==> src/rtl/readback_arbiter_if.sv <==
// Readback arbiter bus bundle.
// Groups the producer-side write port (in_data/in_wr/in_busy), the consumer
// valid/ready output (out_data/out_addr/out_urgent/out_valid/out_rdy) and the
// sticky overflow flags (ovf/ovf_clr).
//   master : producers + consumer (drives writes, out_rdy, ovf_clr)
//   slave  : the arbiter itself
interface readback_arbiter_if #(
  parameter int CHS    = 6,
  parameter int DW     = 28,
  parameter int ADDR_W = 4
);
  logic [CHS*DW-1:0] in_data;
  logic [CHS-1:0]    in_wr;
  logic [CHS-1:0]    in_busy;
  logic [DW-1:0]     out_data;
  logic [ADDR_W-1:0] out_addr;
  logic              out_urgent;
  logic              out_valid;
  logic              out_rdy;
  logic [CHS-1:0]    ovf;
  logic [CHS-1:0]    ovf_clr;

  modport master (
    output in_data, in_wr, out_rdy, ovf_clr,
    input  in_busy, out_data, out_addr, out_urgent, out_valid, ovf
  );

  modport slave (
    input  in_data, in_wr, out_rdy, ovf_clr,
    output in_busy, out_data, out_addr, out_urgent, out_valid, ovf
  );
endinterface

==> src/rtl/readback_arbiter.sv <==
// Buffered readback arbiter (core -> Jetson path).
// Each producer channel feeds its own small FIFO; a single registered
// valid/ready output is loaded from the winning channel, tagged with its index.
// Urgent channels (URGENT_MASK) pre-empt normal ones; within a class the pick
// is round-robin (RR=1) or lowest-index (RR=0). Dropped writes set sticky ovf.
// Ports:
//   clk    : system clock
//   rst_n  : asynchronous reset, active low
//   bus    : readback_arbiter_if.slave (writes, busy, output handshake, ovf)
module readback_arbiter #(
  parameter int             CHS         = 6,
  parameter int             DW          = 28,
  parameter int             DEPTH       = 2,
  parameter int             ADDR_W      = 4,
  parameter int             RR          = 1,
  parameter logic [CHS-1:0] URGENT_MASK = '0
) (
  input logic               clk,
  input logic               rst_n,
  readback_arbiter_if.slave bus
);
  localparam int AW   = $clog2(DEPTH);
  localparam int CNTW = AW + 1;
  localparam int CW   = (CHS > 1) ? $clog2(CHS) : 1;
  localparam logic [CNTW-1:0] FULL_CNT = CNTW'(DEPTH);
  localparam logic [CW-1:0]   LAST_CH  = CW'(CHS - 1);

  logic [DW-1:0]   mem_r    [CHS][DEPTH];
  logic [AW-1:0]   wr_ptr_r [CHS];
  logic [AW-1:0]   rd_ptr_r [CHS];
  logic [CNTW-1:0] count_r  [CHS];

  logic [CHS-1:0] full_s, nonempty_s, push_s, drop_s, pop_s;
  logic [CHS-1:0] urg_cand_s, cand_s, ovf_r;
  logic [CW-1:0]  rr_ptr_r, scan_base_s, win_s, idx_s;
  logic [CW:0]    sum_s;
  logic           load_s, grant_s;

  logic [DW-1:0]     out_data_r;
  logic [ADDR_W-1:0] out_addr_r;
  logic              out_urgent_r, out_valid_r;

  // Per-channel status: full/empty from registered counts, push/drop qualification.
  always_comb begin
    full_s     = '0;
    nonempty_s = '0;
    push_s     = '0;
    drop_s     = '0;
    for (int i = 0; i < CHS; i++) begin
      full_s[i]     = (count_r[i] == FULL_CNT);
      nonempty_s[i] = (count_r[i] != '0);
      // A full FIFO drops the write even if it pops this cycle.
      push_s[i]     = bus.in_wr[i] & ~full_s[i];
      drop_s[i]     = bus.in_wr[i] & full_s[i];
    end
  end

  // Candidate selection: urgent class masks out normal channels when present.
  always_comb begin
    urg_cand_s  = nonempty_s & URGENT_MASK;
    cand_s      = (|urg_cand_s) ? urg_cand_s : nonempty_s;
    // Fixed priority is round-robin with the pointer pinned at the last channel.
    scan_base_s = (RR != 0) ? rr_ptr_r : LAST_CH;
    win_s       = '0;
    sum_s       = '0;
    idx_s       = '0;
    // Scan downwards so the candidate nearest after the pointer is assigned last.
    for (int k = CHS; k >= 1; k--) begin
      sum_s = {1'b0, scan_base_s} + (CW+1)'(k);
      sum_s = (sum_s >= (CW+1)'(CHS)) ? (sum_s - (CW+1)'(CHS)) : sum_s;
      idx_s = sum_s[CW-1:0];
      win_s = cand_s[idx_s] ? idx_s : win_s;
    end
    load_s  = ~out_valid_r | bus.out_rdy;
    grant_s = load_s & (|cand_s);
  end

  // Head pop for the winning channel, on the same edge the output loads.
  always_comb begin
    pop_s = '0;
    for (int i = 0; i < CHS; i++) begin
      pop_s[i] = grant_s & (win_s == CW'(i));
    end
  end

  // FIFO pointers and occupancy counts.
  always_ff @(posedge clk or negedge rst_n) begin
    if (!rst_n) begin
      for (int i = 0; i < CHS; i++) begin
        wr_ptr_r[i] <= '0;
        rd_ptr_r[i] <= '0;
        count_r[i]  <= '0;
      end
    end else begin
      for (int i = 0; i < CHS; i++) begin
        if (push_s[i]) begin
          wr_ptr_r[i] <= wr_ptr_r[i] + AW'(1);
        end
        if (pop_s[i]) begin
          rd_ptr_r[i] <= rd_ptr_r[i] + AW'(1);
        end
        count_r[i] <= count_r[i] + CNTW'(push_s[i]) - CNTW'(pop_s[i]);
      end
    end
  end

  // FIFO storage; contents are qualified by the counts, so no reset needed.
  always_ff @(posedge clk) begin
    for (int i = 0; i < CHS; i++) begin
      if (push_s[i]) begin
        mem_r[i][wr_ptr_r[i]] <= bus.in_data[i*DW +: DW];
      end
    end
  end

  // Output register, round-robin pointer and sticky overflow flags.
  always_ff @(posedge clk or negedge rst_n) begin
    if (!rst_n) begin
      out_valid_r  <= 1'b0;
      out_data_r   <= '0;
      out_addr_r   <= '0;
      out_urgent_r <= 1'b0;
      rr_ptr_r     <= LAST_CH;
      ovf_r        <= '0;
    end else begin
      // A new drop wins over a simultaneous clear.
      ovf_r <= (ovf_r & ~bus.ovf_clr) | drop_s;
      if (load_s) begin
        if (grant_s) begin
          out_valid_r  <= 1'b1;
          out_data_r   <= mem_r[win_s][rd_ptr_r[win_s]];
          out_addr_r   <= ADDR_W'(win_s);
          out_urgent_r <= URGENT_MASK[win_s];
          rr_ptr_r     <= win_s;
        end else begin
          out_valid_r <= 1'b0;
        end
      end
    end
  end

  assign bus.in_busy    = full_s;
  assign bus.out_data   = out_data_r;
  assign bus.out_addr   = out_addr_r;
  assign bus.out_urgent = out_urgent_r;
  assign bus.out_valid  = out_valid_r;
  assign bus.ovf        = ovf_r;
endmodule
==> src/flat_wrapper.sv <==
// flat-port wrapper written by rule: the top's interface ports become plain ports
module readback_arbiter_flat 
#(
  parameter int             CHS         = 6,
  parameter int             DW          = 28,
  parameter int             DEPTH       = 2,
  parameter int             ADDR_W      = 4,
  parameter int             RR          = 1,
  parameter logic [CHS-1:0] URGENT_MASK = '0
)
  (clk, rst_n, bus_in_data, bus_in_wr, bus_out_rdy, bus_ovf_clr, bus_in_busy, bus_out_data, bus_out_addr, bus_out_urgent, bus_out_valid, bus_ovf);
  readback_arbiter_if #(.CHS(CHS), .DW(DW), .ADDR_W(ADDR_W)) bus_i ();
  input logic clk;
  input logic rst_n;
  input wire logic [$bits(bus_i.in_data)-1:0] bus_in_data;
  input wire logic [$bits(bus_i.in_wr)-1:0] bus_in_wr;
  input wire logic [$bits(bus_i.out_rdy)-1:0] bus_out_rdy;
  input wire logic [$bits(bus_i.ovf_clr)-1:0] bus_ovf_clr;
  output wire logic [$bits(bus_i.in_busy)-1:0] bus_in_busy;
  output wire logic [$bits(bus_i.out_data)-1:0] bus_out_data;
  output wire logic [$bits(bus_i.out_addr)-1:0] bus_out_addr;
  output wire logic [$bits(bus_i.out_urgent)-1:0] bus_out_urgent;
  output wire logic [$bits(bus_i.out_valid)-1:0] bus_out_valid;
  output wire logic [$bits(bus_i.ovf)-1:0] bus_ovf;
  assign bus_i.in_data = bus_in_data;
  assign bus_i.in_wr = bus_in_wr;
  assign bus_i.out_rdy = bus_out_rdy;
  assign bus_i.ovf_clr = bus_ovf_clr;
  assign bus_in_busy = bus_i.in_busy;
  assign bus_out_data = bus_i.out_data;
  assign bus_out_addr = bus_i.out_addr;
  assign bus_out_urgent = bus_i.out_urgent;
  assign bus_out_valid = bus_i.out_valid;
  assign bus_ovf = bus_i.ovf;
  readback_arbiter #(.CHS(CHS), .DW(DW), .DEPTH(DEPTH), .ADDR_W(ADDR_W), .RR(RR), .URGENT_MASK(URGENT_MASK)) u_core (.clk(clk), .rst_n(rst_n), .bus(bus_i));
endmodule
==> config.mk <==
export PLATFORM = sky130hd
export DESIGN_NAME = readback_arbiter_flat
export DESIGN_NICKNAME = d
export VERILOG_FILES = /design/src/rtl/readback_arbiter_if.sv /design/src/rtl/readback_arbiter.sv /design/src/flat_wrapper.sv
export SDC_FILE = /design/constraint.sdc
export NUM_CORES = 1
export LEC_CHECK = 0
export CAP_MARGIN = 20
export CELL_PAD_IN_SITES_DETAIL_PLACEMENT = 0
export CELL_PAD_IN_SITES_GLOBAL_PLACEMENT = 1
export CORE_MARGIN = 10
export CORE_UTILIZATION = 35
export CTS_BUF_LIST = sky130_fd_sc_hd__clkbuf_16
export DETAILED_ROUTE_END_ITERATION = 10
export GPL_ROUTABILITY_DRIVEN = 0
export PLACE_DENSITY_LB_ADDON = 0.1
export SLEW_MARGIN = 20
export SYNTH_ARGS = -nofsm -noshare
export SYNTH_HDL_FRONTEND = slang
export SYNTH_SLANG_ARGS = --single-unit
==> constraint.sdc <==
create_clock -name clk -period 4.76 [get_ports clk]
set_input_delay 1.428 -clock clk [delete_from_list [all_inputs] [get_ports clk]]
set_output_delay 1.428 -clock clk [all_outputs]
set_load 0.01 [all_outputs]
==> impl_metrics.py <==
metrics = {
    "yosys": {
        "mappedNetlistArea_um2": 16660,
        "yosysSeqAreaShare_pct": 70.18,
        "synthCells": 1211,
        "synth_flop_cell": "edfxtp_1",
        "ys_warn_count": 0,
        "synthArstFlopShare_pct": 16.00,
        "synth.distinct_cells": 57,
        "ys_ff_latch": 400,
        "synth_edf_count": 336,
        "syn-mean-instance-area_um2": 13.76,
    },
    "floorplanning": {
        "initial_core_util_pct": 35.57,
        "die-area_um2": 56740,
        "die_y_um": 238.2,
        "core_area_um2": 46850,
        "row_count": 79,
        "die_x_um": 238.2,
        "ioPinCount": 229,
    },
    "clock_tree": {
        "post_cts_resized": 0,
        "cts_tree": "done",
        "cts_buffers": 44,
        "insertion_delay_ps": 570,
        "root_buffer": "clkbuf_16",
        "hold_buffers": 0,
        "clock-sinks": 400,
        "post_cts_buffers": 0,
        "htree_num_levels": 2,
        "clkTransAtPathRegs_ps": 60,
        "clockBufferDepth": 3,
    },
    "global_routing": {
        "grt_max_degree": 65,
        "grt_pass1_wl_um": 74100,
        "first_global_vias": 11130,
        "overflow": 0,
        "grt.total_usage_pct": 17.62,
        "antenna_found_initial": 0,
    },
    "place": {
        "place_inst": 2010,
        "port_buffers": 226,
        "hpwl_um": 33860,
    },
    "timing": {
        "finClkSkew_ps": 15.98,
        "worstMarginPinSlew_ps": 1046,
        "hold_viol_final": 0,
        "rsz0062_at_grt": "no",
        "report.final.slew_viol_count": 0,
        "max_freq_mhz": 228.7,
        "setup_viol": 0,
        "setup_tns_ps": 0,
        "timing.slew.headroom_pct": 30.27,
        "period_share_pct": 91.87,
        "layout_min_cycle_time_ps": 4373,
    },
    "cells_and_area": {
        "drive_gt1_share_pct": 8.699,
        "area_growth_pct": 27.20,
        "fillers": 4257,
        "layout_common_cells": "edfxtp_1 (336), clkdlybuf4s50_1 (225), nand2_1 (191)",
        "stdcell_count": 2090,
        "nets": 1653,
        "mostFrequentLayoutCell": "edfxtp_1",
        "antennaDiodeCount": 0,
    },
    "setup_path": {
        "crit_path_end_kind": "register",
        "crit_arrival_ps": 4790,
        "r2r_cells": 12,
        "worst-r2r-setup-slack_ps": 390,
        "r2r-start": "u_core.rr_ptr_r[0]",
        "cp-startpoint": "u_core.rr_ptr_r[0]",
        "start_kind": "register",
        "rr_endpoint": "u_core.bus.out_data[2]",
        "criticalPathCategory": "reg2reg",
        "path_max_fanout": 28,
        "critPathRequiredTime_ps": 5180,
    },
    "route": {
        "first_pass_iters": 5,
        "final_antenna_net_count": 0,
        "wl_per_cell_um": 24.31,
        "num_vias": 10670,
        "vias_per_cell": 5.105,
        "drtIter0Drc": 723,
        "drt-total-wl_um": 50810,
        "drc": 0,
    },
    "worst_hold_path": {
        "whs_endpoint": "u_core.rd_ptr_r[2]",
        "hold_depth": 1,
        "hp-start": "u_core.rd_ptr_r[2]",
        "hold_class": "reg2reg",
    },
    "outcome": {
        "status": "completed",
    },
    "job": {
        "cap_viol_max_count": 0,
    },
}
[metal layers]
metal	track usage [%]	part of all wire, %
met2	28.68	48
met1	23.74	45
met3	3.193	4.9
met5	0	0
met4	4.874	1.9
[worst max path at each step]
stage / to / slack, ps / depth (start not counted)
2_1_floorplan: u_core.count_r[1] / 330 / 19
6_report: u_core.bus.out_data[2] / 390 / 12
4_1_cts: u_core.bus.out_data[2] / 420 / 12
3_5_place_dp: u_core.bus.out_data[20] / 430 / 12
5_1_grt: u_core.bus.out_data[14] / 60 / 12
3_3_place_gp: u_core.bus.out_data[7] / 550 / 12
[synth_stat cells, types with 3 or more instances]
cell type  count  area (um2)
o211ai_1      28       210.2
a21o_1         5       37.54
a21oi_1       12       60.06
a31oi_1       29       181.4
mux2_2         4       45.04
a32oi_1       56       490.5
buf_2         19       95.09
mux2i_1       93       930.9
buf_4          9       67.56
nand3_1       63       315.3
or2_2          3       18.77
dfrtp_1       62        1551
nor3_1        10       50.05
inv_1         39       146.4
a211oi_1       4       30.03
nand2_1      191       716.9
and3_1        10       62.56
clkbuf_1      44       165.2
o21ai_0       38       190.2
xnor2_1       23       201.4
nand2b_1       4       25.02
xor2_1         5       43.79
nor2_1        55       206.5
edfxtp_1     336       10090
ha_1          21       262.8
and2_1         8       50.05
[cell families after synthesis]
group / Yosys count / synth area share (%)
multiplexers: 98 / 5.992
AND/OR/NAND/NOR: 356 / 9.251
other: 1 / 0.02250
AO/OA/AOI/OAI: 192 / 8.425
XOR/XNOR: 30 / 1.667
buffers and inverters: 113 / 2.891
adder cells (fa/ha/maj): 21 / 1.577
flip-flops: 400 / 70.18
[through the flow]
step	instance area (um2)	utilization [%]	setup WS, ps	hold slack [ps]
final	21200	45.24	387.0	466.7
after global routing	21200	45.24	62.30	484.8
after CTS	21200	45.24	423.3	467.2
after detailed placement	19830	42.31	431.4	449.2
after global placement	19830	42.31	548.2	460.0
after floorplan	16670	-	325.7	433.2
[flip-flops by register name (all words and copies together), names as in the netlist]
signal,flops
u_core.bus.out_addr,2
u_core.bus.out_data,28
u_core.bus.out_valid,1
u_core.bus.ovf,6
u_core.count_r,12
u_core.mem_r,336
u_core.rd_ptr_r,6
u_core.rr_ptr_r,3
u_core.wr_ptr_r,6
[final cells by class]
type,instances,area [um2],share of cell area [%]
multi-input cells,699,4611,21.75
clock buffers,45,1126,5.313
well taps,607,759.5,3.583
repair buffers,265,2615,12.34
flip-flops and latches,400,11690,55.17
clock inverters,35,245.2,1.157
inverters,39,146.4,0.6906
[critical path: stages (launching register included)]
cell and delay [ps]:
dfstp_2 590, inv_1 60, ha_1 520, nand3_1 130
mux2i_1 350, mux2i_1 280, mux2i_1 170, a221oi_4 320
mux2i_4 400, mux2_2 410, a221o_2 710, nand3_1 180
a31oi_1 100
Power is left out: the tool's default activity adds up to more than one toggle a clock period on the data nets, which glitch-free logic cannot reach.
